## src/rtl/writeback_stage.sv

```systemverilog
// Registered, handshaked writeback stage: selects the rd source, waits for an
// out-of-order load response when needed, extends load data and counts retirements.
module writeback_stage #(
    parameter int XLEN    = 32,
    parameter int RADDR_W = 5,
    parameter int CNT_W   = 64
) (
    input  logic                         clk,
    input  logic                         rst_n,
    input  logic                         in_valid,
    output logic                         in_ready,
    input  logic [1:0]                   in_rd_src,
    input  logic                         in_rd_we,
    input  logic [RADDR_W-1:0]           in_rd_addr,
    input  logic [XLEN-1:0]              in_alu_y,
    input  logic [XLEN-1:0]              in_pc_4,
    input  logic [XLEN-1:0]              in_csr_rdata,
    input  logic [1:0]                   in_dmem_width,
    input  logic                         in_dmem_zero_ext,
    input  logic [$clog2(XLEN/8)-1:0]    in_dmem_addr_lo,
    input  logic                         dmem_rvalid,
    input  logic [XLEN-1:0]              dmem_rdata,
    output logic                         rd_we,
    output logic [RADDR_W-1:0]           rd_addr,
    output logic [XLEN-1:0]              rd_wdata,
    output logic                         retire,
    output logic                         load_pending,
    output logic [CNT_W-1:0]             instret,
    output logic                         stray_rsp
);

    localparam int AW = $clog2(XLEN/8);

    localparam logic [1:0] SRC_ALU  = 2'd0;
    localparam logic [1:0] SRC_DMEM = 2'd1;
    localparam logic [1:0] SRC_PC4  = 2'd2;

    typedef enum logic {IDLE, WAIT} state_t;

    state_t               state_q, state_d;
    logic                 rd_we_q, rd_we_d;
    logic [RADDR_W-1:0]   rd_addr_q, rd_addr_d;
    logic [XLEN-1:0]      rd_wdata_q, rd_wdata_d;
    logic                 retire_q, retire_d;
    logic [CNT_W-1:0]     instret_q, instret_d;
    logic                 stray_q, stray_d;

    // Load attributes captured at acceptance, consumed when the response arrives
    logic                 ld_we_q, ld_we_d;
    logic [RADDR_W-1:0]   ld_addr_q, ld_addr_d;
    logic [1:0]           ld_width_q, ld_width_d;
    logic                 ld_zext_q, ld_zext_d;
    logic [AW-1:0]        ld_lo_q, ld_lo_d;

    function automatic logic [XLEN-1:0] load_extend(
        input logic [XLEN-1:0] data,
        input logic [1:0]      width,
        input logic            zext,
        input logic [AW-1:0]   lo
    );
        logic [1:0]         w;
        logic [AW-1:0]      off;
        logic [XLEN-1:0]    sh;
        logic signed [7:0]  b_s;
        logic signed [15:0] h_s;
        logic signed [31:0] w_s;
        w   = (XLEN == 32 && width == 2'd3) ? 2'd2 : width;
        off = lo;
        case (w)
            2'd1:    off[0]   = 1'b0;
            2'd2:    off[1:0] = 2'b00;
            2'd3:    off      = '0;
            default: ;
        endcase
        sh  = data >> {off, 3'b000};
        b_s = sh[7:0];
        h_s = sh[15:0];
        w_s = sh[31:0];
        case (w)
            2'd0:    load_extend = zext ? XLEN'(sh[7:0])  : XLEN'(b_s);
            2'd1:    load_extend = zext ? XLEN'(sh[15:0]) : XLEN'(h_s);
            2'd2:    load_extend = zext ? XLEN'(sh[31:0]) : XLEN'(w_s);
            default: load_extend = sh;
        endcase
    endfunction

    always_comb begin
        state_d    = state_q;
        rd_we_d    = 1'b0;
        retire_d   = 1'b0;
        rd_addr_d  = rd_addr_q;
        rd_wdata_d = rd_wdata_q;
        ld_we_d    = ld_we_q;
        ld_addr_d  = ld_addr_q;
        ld_width_d = ld_width_q;
        ld_zext_d  = ld_zext_q;
        ld_lo_d    = ld_lo_q;
        stray_d    = stray_q | (dmem_rvalid & (state_q == IDLE));

        case (state_q)
            IDLE: begin
                if (in_valid) begin
                    if (in_rd_src == SRC_DMEM) begin
                        ld_we_d    = in_rd_we;
                        ld_addr_d  = in_rd_addr;
                        ld_width_d = in_dmem_width;
                        ld_zext_d  = in_dmem_zero_ext;
                        ld_lo_d    = in_dmem_addr_lo;
                        state_d    = WAIT;
                    end else begin
                        case (in_rd_src)
                            SRC_ALU: rd_wdata_d = in_alu_y;
                            SRC_PC4: rd_wdata_d = in_pc_4;
                            default: rd_wdata_d = in_csr_rdata;
                        endcase
                        rd_we_d   = in_rd_we & (|in_rd_addr);
                        rd_addr_d = in_rd_addr;
                        retire_d  = 1'b1;
                    end
                end
            end
            WAIT: begin
                if (dmem_rvalid) begin
                    rd_wdata_d = load_extend(dmem_rdata, ld_width_q, ld_zext_q, ld_lo_q);
                    rd_we_d    = ld_we_q & (|ld_addr_q);
                    rd_addr_d  = ld_addr_q;
                    retire_d   = 1'b1;
                    state_d    = IDLE;
                end
            end
            default: state_d = IDLE;
        endcase

        // Count moves together with the retire pulse it accounts for
        instret_d = instret_q + CNT_W'(retire_d);
    end

    always_ff @(posedge clk or negedge rst_n) begin
        if (!rst_n) begin
            state_q    <= IDLE;
            rd_we_q    <= 1'b0;
            rd_addr_q  <= '0;
            rd_wdata_q <= '0;
            retire_q   <= 1'b0;
            instret_q  <= '0;
            stray_q    <= 1'b0;
        end else begin
            state_q    <= state_d;
            rd_we_q    <= rd_we_d;
            rd_addr_q  <= rd_addr_d;
            rd_wdata_q <= rd_wdata_d;
            retire_q   <= retire_d;
            instret_q  <= instret_d;
            stray_q    <= stray_d;
        end
    end

    always_ff @(posedge clk) begin
        ld_we_q    <= ld_we_d;
        ld_addr_q  <= ld_addr_d;
        ld_width_q <= ld_width_d;
        ld_zext_q  <= ld_zext_d;
        ld_lo_q    <= ld_lo_d;
    end

    assign in_ready     = (state_q == IDLE);
    assign load_pending = (state_q == WAIT);
    assign rd_we        = rd_we_q;
    assign rd_addr      = rd_addr_q;
    assign rd_wdata     = rd_wdata_q;
    assign retire       = retire_q;
    assign instret      = instret_q;
    assign stray_rsp    = stray_q;

endmodule

```

## config.mk

```make
export PLATFORM = sky130hd
export DESIGN_NAME = writeback_stage
export DESIGN_NICKNAME = d
export VERILOG_FILES = /design/src/rtl/writeback_stage.sv
export SDC_FILE = /design/constraint.sdc
export NUM_CORES = 1
export LEC_CHECK = 0
export ABC_AREA = 1
export BUFFER_PORTS_ARGS = -buffer_cell sky130_fd_sc_hd__buf_2
export CAP_MARGIN = 20
export CORE_ASPECT_RATIO = 0.8
export CORE_UTILIZATION = 39
export DETAILED_ROUTE_END_ITERATION = 8
export GPL_ROUTABILITY_DRIVEN = 0
export PLACE_DENSITY_LB_ADDON = 0.08
export SLEW_MARGIN = 20
export SYNTH_ARGS = -nofsm -noshare
export SYNTH_HDL_FRONTEND = slang
export SYNTH_SLANG_ARGS = --single-unit
```

## constraint.sdc

```tcl
create_clock -name clk -period 3.4 [get_ports clk]
set_clock_uncertainty 0.2 [all_clocks]
set_input_delay 0 -clock clk [delete_from_list [all_inputs] [get_ports clk]]
set_output_delay 0 -clock clk [all_outputs]
set_load 0.005 [all_outputs]
```

# After elaboration in Yosys (flattened, before gate mapping)
# Cells that the tools add are included.
classes:
  bitwise_logic: 5
  n_reduce_logical: 8
  muxes: 31
  add_sub_neg: 1
  n_eq_ne: 9
  shift: 1
op_table:
  columns: ["operator", "n"]
  rows:
  - ["case mux 32 bit (2 select lines)", 3]
  - ["2-to-1 mux 32 bit", 5]
  - ["adder 64 x 1 -> 64 bit", 1]
  - ["right shift 32 x 5 -> 32 bit", 1]
  - ["2-to-1 mux 1 bit", 15]
  - ["2-to-1 mux 5 bit", 3]
  - ["case mux 5 bit (2 select lines)", 1]
  - ["OR reduction 5 bit", 2]
  - ["equality test 2 bit (second input constant)", 4]
  - ["!= test 2 bit (second input constant)", 3]
  - ["case mux 1 bit (2 select lines)", 3]
  - ["AND reduction 3 bit", 2]
  - ["equality test 2 x 1 -> 1 bit (second input constant)", 2]
  - ["logical NOT 2 bit", 2]
  - ["AND 1 bit", 3]
  - ["OR reduction 3 bit", 1]
  - ["2-to-1 mux 2 bit", 1]
  - ["OR reduction 2 bit", 1]
  - ["NOT 1 bit", 1]
  - ["bitwise OR 1 bit", 1]
totals:
  elab_cells: 67
  inputBits: 145
  regBits: 116

# Depth between registers and ports, before layout
# Gate-level depths: netlist (run 1).
logic_depth:
  word_depth: 12
  depth_mapped: 15
  depth_no_buf: 14

# Worst setup path after synthesis (run 1)
# OpenSTA, ideal clock, no wires.
synth_path:
  path_kind: "register to register"
  start: "register state_q, in the netlist load_pending"
  end: "register instret_q[48], in the netlist instret[48]"
  t_required_ns: 3.077
  stages_incl_launch_ff: 13
  path_slack_ns: 0.867
  period_less_slack_ns: 2.533
  setup_time_ns: 0.123
  t_arrival_ns: 2.210
  path_cell_list: "dfrtp_1 -> inv_1 -> nand3_1 -> nand2_2 -> buf_2 -> ha_1 -> ha_1 -> nand3_2 -> inv_2 -> nand2_4 -> nor2_1 -> nand3_1 -> xor2_1"
synth_between:
  elab_chain_cells: 3
synth_rtl:
  columns: ["item", "line_no", "source"]
  rows:
  - ["start, declared", "40", "state_t state_q, state_d;"]
  - ["start signal, assigned", "148", "state_q <= state_d;"]
  - ["NOT 1 bit (no source line)", null, null]
  - ["case mux 1 bit (2 select lines) *", "100", "case (state_q)"]
  - ["named net retire_d", "44", "logic retire_q, retire_d;"]
  - ["adder 64 x 1 -> 64 bit *", "135", "instret_d = instret_q + CNT_W'(retire_d);"]
  - ["named net instret_d[48]", "45", "logic [CNT_W-1:0] instret_q, instret_d;"]
  - ["end signal, assigned", "153", "instret_q <= instret_d;"]
  - ["end, declared", "45", null]
# Mark *: on every way through the listed nets, which the timed path passes. The rest lies on a longest branch.
# A chain may end at the register's enable or synchronous reset.

# Worst setup path after layout (run 1)
layout_path:
  start: "register ld_width_q[1]"
  end: "register rd_wdata_q[9], in the netlist rd_wdata[9]"
layout_between:
  elab_chain_cells: 12
  elab_cells_between_ends: 20
  classes_between: "eq/ne (4); shift (1); mux (12); reduce/logical (3)"
layout_rtl:
  columns: ["item", "line_no", "source"]
  rows:
  - ["start, declared", "51", "logic [1:0] ld_width_q, ld_width_d;"]
  - ["start signal, assigned", "161", "ld_width_q <= ld_width_d;"]
  - ["equality test 2 bit", "67", "w = (XLEN == 32 && width == 2'd3) ? 2'd2 : width;"]
  - ["2-to-1 mux 2 bit *", "67", null]
  - ["equality test 2 bit or equality test 2 x 1 -> 1 bit (tied branches)", "69, 79", null]
  - ["OR reduction 3 bit (no source line) or OR reduction 2 bit (tied branches)", null, null]
  - ["2-to-1 mux 1 bit", "69", "case (w)"]
  - ["2-to-1 mux 1 bit", "123", "if (dmem_rvalid) begin"]
  - ["2-to-1 mux 1 bit", "100", null]
  - ["right shift 32 x 5 -> 32 bit", "75", "sh = data >> {off, 3'b000};"]
  - ["2-to-1 mux 32 bit, on equally long branches", "81, 80", null]
  - ["case mux 32 bit (2 select lines) *", "79", "case (w)"]
  - ["2-to-1 mux 32 bit *", "123", null]
  - ["case mux 32 bit (2 select lines) *", "100", null]
  - ["end signal, assigned", "151", "rd_wdata_q <= rd_wdata_d;"]
  - ["end, declared", "43", "logic [XLEN-1:0] rd_wdata_q, rd_wdata_d;"]
# Mark *: on every way between the ends. The rest lies on a longest branch, timed or not. The select of a mux whose other input is x is not followed.

==> flow_summary_export.csv, run 1 <==
group,metric,value,unit
outcome,status,"finished with violations",
outcome,violations,"negative hold slack",
floorplan,num_io_pins,251,
critical_path,timing_worst_setup_path_type,"reg2reg",
timing,fin_crit,3168,ps
critical_path,crit_fanout,32,
synthesis,ys_types,40,
synthesis,synth_most_common_cell,"nand2_1",
synthesis,ys_seq_area_share,39.21,%
detailed_routing,drtIter0Drc,716,
synthesis,ys_warn_count,0,
synthesis,synthCells,1068,
synthesis,synth.cell_area,7543,sq um
final_layout,area_growth,42.25,%
global_route,grt_overflow,0,
cts,path_clk_slew,60,ps
power,p_per_area,422.7,nW/um^2
final_layout,layout-drive-gt1-share,24.53,%
global_route,grtUsageTotal,28.23,%
timing,fin_setup_tns,0,ps
critical_path,required,3500,ps
synthesis,synth_async_sr_flop_share,90.52,%
final_layout,diodes,0,
detailed_routing,drtAntennaViolNets,0,
detailed_routing,drc,0,
cts,htree_num_levels,4,
timing,rsz0062_at_grt,"false",
detailed_routing,route.detailed.wl_per_inst,16.33,um
detailed_routing,routed_wl,27.59,mm
timing,whs,-15.84,ps
timing,tightest_slew,778.7,ps
floorplan,die_area,19910,sq um
timing,fmax,315.7,MHz
final_layout,fin_area,10730,sq um
floorplan,dieWidth,157.5,um
cts,cts.sinks,116,
min_path,worstHoldPathType,"in2async",
critical_path,cp_data_arrival_time,3270,ps
synthesis,synth_flop_cell,"dfrtp_1",
synthesis,ys_ff_latch,116,
detailed_routing,num_vias,8407,
synthesis,synth_enable_flop_cells,11,
timing,slew-limit-headroom,48.09,%
timing,finalHoldViolCount,19,
critical_path,r2r_start,"ld_width_q[1]$_DFFE_PP_",
cts,insertion_delay,420,ps
global_route,first_global_vias,8009,
detailed_routing,dr.pass1.iters,9,
critical_path,rr_worst_depth,9,
critical_path,worst_setup_path_start_kind,"flip-flop",
final_layout,final_nets,1565,
synthesis,synthTopCellsByCount,"nand2_1, dfrtp_1, nand3_1",
timing,finalSetupViolCount,0,
job,cap_violations,0,
floorplan,start_util,39.76,%
place,place_hpwl,20.57,mm
final_layout,fillerInstances,1859,
place,place_area,8962,sq um
power,p_leak,0.005388,uW
cts,cts_tree,"done",
timing,report.final.slew_viol_count,0,
global_route,grt_pass1_wl,42.57,mm
cts,cts_buffers,17,
synthesis,yosysTopAreaCellShare,34.83,%
synthesis,synth_area_per_cell,7.063,sq um
power,peakVddDrop,0.3055,mV
global_route,grt_max_degree,80,
critical_path,reg2reg_to,"rd_wdata[9]$_DFFE_PN0P_",
global_route,antenna_found_initial,0,
critical_path,regToRegSetupSlack,230,ps
critical_path,end_kind,"flip-flop",
critical_path,critPathLaunch,"ld_width_q[1]$_DFFE_PP_",
floorplan,row_count,45,
place,portBuffers,250,
cts,cts-root-buf,"clkbuf_16",
timing,period_share,93.17,%
synthesis,synth.area.top_cells,"dfrtp_1, nand2_1, nand3_1",
synthesis,syn_nets,1215,
cts,clockBufferDepth,2,
synthesis,synth_largest_area_cell,"dfrtp_1",
floorplan,die_h,126.4,um
detailed_routing,vias_per_cell,4.978,
floorplan,fp.coreArea,18970,sq um
## routing by layer
metal | wire [um] | global-route usage, %
met1 | 13330 | 41.66
met2 | 11130 | 39.56
met3 | 2595 | 7.926
met4 | 524 | 8.681
met5 | 0 | 0
## final cells by class
| class | instances | area [sq um] | share of cell area (%) |
|---|---|---|---|
| Clock buffer | 25 | 526.8 | 4.909 |
| Inverter | 103 | 386.6 | 3.603 |
| Timing Repair Buffer | 370 | 2436 | 22.70 |
| Sequential cell | 116 | 2959 | 27.58 |
| Multi-Input combinational cell | 810 | 3983 | 37.12 |
| Tap cell | 258 | 322.8 | 3.008 |
| Clock inverter | 7 | 116.4 | 1.084 |
## flip-flops by register name, summed over array words and instances (netlist names)
name,cells
instret,64
rd_wdata,32
ld_addr_q,5
rd_addr,5
ld_lo_q,2
ld_width_q,2
ld_we_q,1
ld_zext_q,1
load_pending,1
rd_we,1
retire,1
stray_rsp,1
## what timing repair did
action | 4_1_cts | 5_1_grt
gates resized for setup | 0 | 2
endpoints found under the hold margin | 133 | 0
hold buffers | 111 | 0
setup buffers | 0 | 0
setup endpoints to repair | 0 | 24
## cell usage in the layout (no fill, tap or decap), drive strengths merged
master and instances:
nor3 30, xor2 32, dlygate4sd3 111, clkinvlp 1
xnor2 15, inv 103, nor3b 1, clkinv 3
clkbuf 25, o21ai 25, nor2 111, and2 5
o22ai 1, bufinv 3, a21oi 36, buf 259
nand3b 10, dfrtp 105, o211ai 3, edfxtp 11
a31oi 5, ha 2, nand3 127, nand2 390
a21o 1, nand4 16
## critical path, stage by stage, from the launching register on
cell           delay [ps]
edfxtp_1              710
nor2_8                420
nand2_4               270
nand2_1               200
nand3_2               110
nand3_4               310
nand3_1               150
nand2_1                80
dlygate4sd3_1         550
nand2_1                50
## worst max-delay path by stage
stage,to,depth (start not counted)
floorplan,instret[48]$_DFF_PN0_,12
global placement,rd_wdata[10]$_DFFE_PN0P_,8
detailed placement,rd_wdata[9]$_DFFE_PN0P_,8
CTS,rd_wdata[10]$_DFFE_PN0P_,13
global route,rd_wdata[31]$_DFFE_PN0P_,9
finish,rd_wdata[9]$_DFFE_PN0P_,9
## cells by family (layout without fill, tap and decap cells)
logic type                 after synthesis  in the layout  share of synthesized area (%)
xor gates and xnor gates                47             47                          5.457
DFF                                    116            116                          39.21
adders and majority gates                2              2                         0.3317
buffers and inverters                  142            505                          8.194
and+or+nand+nor                        690            690                          41.81
AOI/OAI and AO/OA                       71             71                          4.993
## power by group
part	leakage (uW)	switching (uW)	internal [uW]
sequential	0.00142	127	1550
combinational	0.00365	454	458
clock	0.000315	656	1290
## through the flow
step | utilization, % | std cells | power (uW) | setup slack, ps | hold WS, ps
4_1_cts | 56.48 | 1689 | 4555 | 116.4 | 11.87
2_1_floorplan | - | 1068 | 2049 | 867.0 | -495.6
6_report | 56.55 | 1689 | 4536 | 232.1 | -15.84
5_1_grt | 56.55 | 1689 | 4751 | 9.254 | 59.56
3_5_place_dp | 47.23 | 1546 | 2432 | 804.7 | -0.5819
3_3_place_gp | 47.23 | 1546 | 2439 | 845.4 | -3.560
Power figures use the tool's default switching activity.
==> run 2, diff against run 1 <==
--- a/config.mk
+++ b/config.mk
@@ -5,11 +5,11 @@
 export SDC_FILE = /design/constraint.sdc
 export NUM_CORES = 1
 export LEC_CHECK = 0
-export ABC_AREA = 1
 export BUFFER_PORTS_ARGS = -buffer_cell sky130_fd_sc_hd__buf_2
 export CAP_MARGIN = 20
 export CORE_ASPECT_RATIO = 0.8
 export CORE_UTILIZATION = 39
+export CTS_CLUSTER_DIAMETER = 150
 export DETAILED_ROUTE_END_ITERATION = 8
 export GPL_ROUTABILITY_DRIVEN = 0
 export PLACE_DENSITY_LB_ADDON = 0.08
==> flow_summary_export.csv, run 2 <==
group,metric,value,unit
outcome,status,"completed",
global_route,first_global_vias,6178,
synthesis,synth.cell_area,6369,sq um
global_route,met1_usage,33.12,%
power,p_per_area,451.8,nW/um^2
timing,finalSetupViolCount,0,
power,internal_power,3120,uW
synthesis,synth_async_sr_flop_share,90.52,%
detailed_routing,route.detailed.wl_per_inst,16.52,um
critical_path,worst_setup_path_start_kind,"flip-flop",
final_layout,final_core_util,58.99,%
floorplan,row_count,41,
power,peakVddDrop,0.3065,mV
synthesis,ys_seq_area_share,46.44,%
min_path,worstHoldPathType,"in2reg",
final_layout,fin_cells,1206,
floorplan,die_h,116.3,um
cts,cts_setup_buffers,0,
power,switching_share,26.16,%
global_route,grt_pass1_wl,31.12,mm
synthesis,synth_largest_area_cell,"dfrtp_1",
synthesis,synth_flop_cell,"dfrtp_1",
place,portBuffers,250,
global_route,top_usage_layer,"met2",
critical_path,end_kind,"flip-flop",
cts,cts.sinks,116,
synthesis,ys_ff_latch,116,
timing,slew-limit-headroom,38.96,%
final_layout,layout_commonest_cell,"buf_2",
timing,fin_setup_tns,0,ps
floorplan,num_io_pins,251,
final_layout,final_nets,1127,
synthesis,synth_enable_flop_cells,11,
global_route,grtUsageTotal,24.53,%
synthesis,ys_types,48,
floorplan,die_area,16850,sq um
timing,rsz0062_at_grt,"false",
global_route,grt.met2_usage,36.96,%
cts,cts_buffers,17,
synthesis,syn_nets,787,
min_path,whs_path_depth,5,
synthesis,ys_warn_count,0,
final_layout,final_cell_mix,"buf_2, dfrtp_1, dlygate4sd3_1",
cts,clockBufferDepth,2,
place,place_area,7864,sq um
power,p_leak,0.004512,uW
synthesis,synth_area_per_cell,9.951,sq um
power,power_frac_clock,40.2,%
detailed_routing,drc,0,
detailed_routing,drtIter0Drc,340,
synthesis,synthCells,640,
cts,insertion_delay,420,ps
detailed_routing,num_vias,6161,
synthesis,synthTopCellsByCount,"dfrtp_1, nand2_1, mux2i_1",
final_layout,area_growth,46.84,%
floorplan,start_util,40.18,%
global_route,use_met3,7.626,%
power,p_switching,1105,uW
place,dpl.cell_count,1083,
global_route,antenna_found_initial,0,
global_route,grt_max_degree,68,
critical_path,cp_data_arrival_time,3250,ps
synthesis,synth_most_common_cell,"dfrtp_1",
detailed_routing,vias_per_cell,5.109,
final_layout,diodes,0,
timing,report.final.slew_viol_count,0,
synthesis,yosysTopAreaCellShare,41.26,%
timing,tightest_slew,915.6,ps
power,finalPower,4225,uW
final_layout,largest_register_ffs,64,
timing,fin_crit,3117,ps
place,place_hpwl,14.11,mm
global_route,grt_overflow,0,
cts,path_clk_slew,50,ps
timing,fmax,320.8,MHz
timing,finalHoldViolCount,0,
cts,htree_num_levels,4,
critical_path,rr_worst_depth,6,
final_layout,fin_area,9351,sq um
critical_path,timing_worst_setup_path_type,"reg2reg",
critical_path,crit_fanout,13,
job,cap_violations,0,
timing,period_share,91.68,%
final_layout,layout-drive-gt1-share,35.42,%
detailed_routing,routed_wl,19.92,mm
synthesis,synth.area.top_cells,"dfrtp_1, mux2i_1, mux2_2",
floorplan,dieWidth,144.9,um
detailed_routing,dr.pass1.iters,5,
floorplan,fp.coreArea,15850,sq um
power,comb_power_share,20.5,%
cts,cts-root-buf,"clkbuf_16",
cts,cts_tree,"done",
critical_path,required,3540,ps
detailed_routing,drtAntennaViolNets,0,
power,p_seq_share,39.2,%
[run 2: through the flow]
step / hold slack [ps] / worst slack, ps
detailed placement: -21.38 / 416.4
CTS: 13.46 / 358.3
floorplan: -495.6 / 4.477
global placement: -27.32 / 486.7
finish: 46.52 / 283.0
global route: 41.02 / 127.9
[run 2: final cells by class]
type,instances,area (sq um)
fillers,1408,6500
multi-input cells,470,3211
flip-flops and latches,116,2958
repair buffers,357,2290
clock buffers,19,442.9
well taps,215,269.0
clock inverters,11,113.9
inverters,18,67.56
[run 2: logic make-up (layout without fill, tap and decap cells)]
logic type	count (synthesis)	in the layout	share of synthesized area, %
AND/OR/NAND/NOR	228	228	18.21
flip-flops	116	116	46.44
AO/OA/AOI/OAI	109	109	11.51
multiplexers	69	69	11.47
XOR/XNOR	62	62	8.527
buffers and inverters	54	405	3.438
adder cells (fa/ha/maj)	2	2	0.3929
[run 2: worst max-delay path: stages, from the launching register on]
cell and delay, ps:
edfxtp_1 570, nor2b_1 300, o21ai_0 120, a32o_1 330
o21ai_1 620, o221a_2 330, dlygate4sd3_1 560
[run 2: layer usage]
metal / wire [um] / up-vias
met5: 0 / -
met3: 1484 / 34
met1: 9285 / 2925
met2: 8759 / 241
met4: 390 / 0
li1: - / 2961
[run 2: final timing paths]
| path | startpoint | to | slack, ps |
|---|---|---|---|
| max in group asynchronous | rst_n | instret[37]$_DFF_PN0_ | 2070 |
| min in group asynchronous | rst_n | instret[45]$_DFF_PN0_ | 70 |
| max | ld_width_q[0]$_DFFE_PP_ | rd_wdata[12]$_DFFE_PN0P_ | 280 |
| min | in_alu_y[7] | rd_wdata[7]$_DFFE_PN0P_ | 50 |
| min reg2reg | stray_rsp$_DFF_PN0_ | stray_rsp$_DFF_PN0_ | 260 |
| max reg2reg | ld_width_q[0]$_DFFE_PP_ | rd_wdata[12]$_DFFE_PN0P_ | 280 |
[run 2: what timing repair did]
item | CTS | global route
endpoints found under the hold margin | 117 | 0
hold buffers | 93 | 0
gates resized for setup | 0 | 0
[run 2: power groups by stage]
stage / Sequential, uW / Combinational [uW] / Clock (uW)
3_5_place_dp: 1680 / 673 / 0
6_report: 1660 / 868 / 1700
2_1_floorplan: 1680 / 315 / 0
3_3_place_gp: 1670 / 662 / 0
5_1_grt: 1670 / 952 / 1800
4_1_cts: 1660 / 859 / 1740
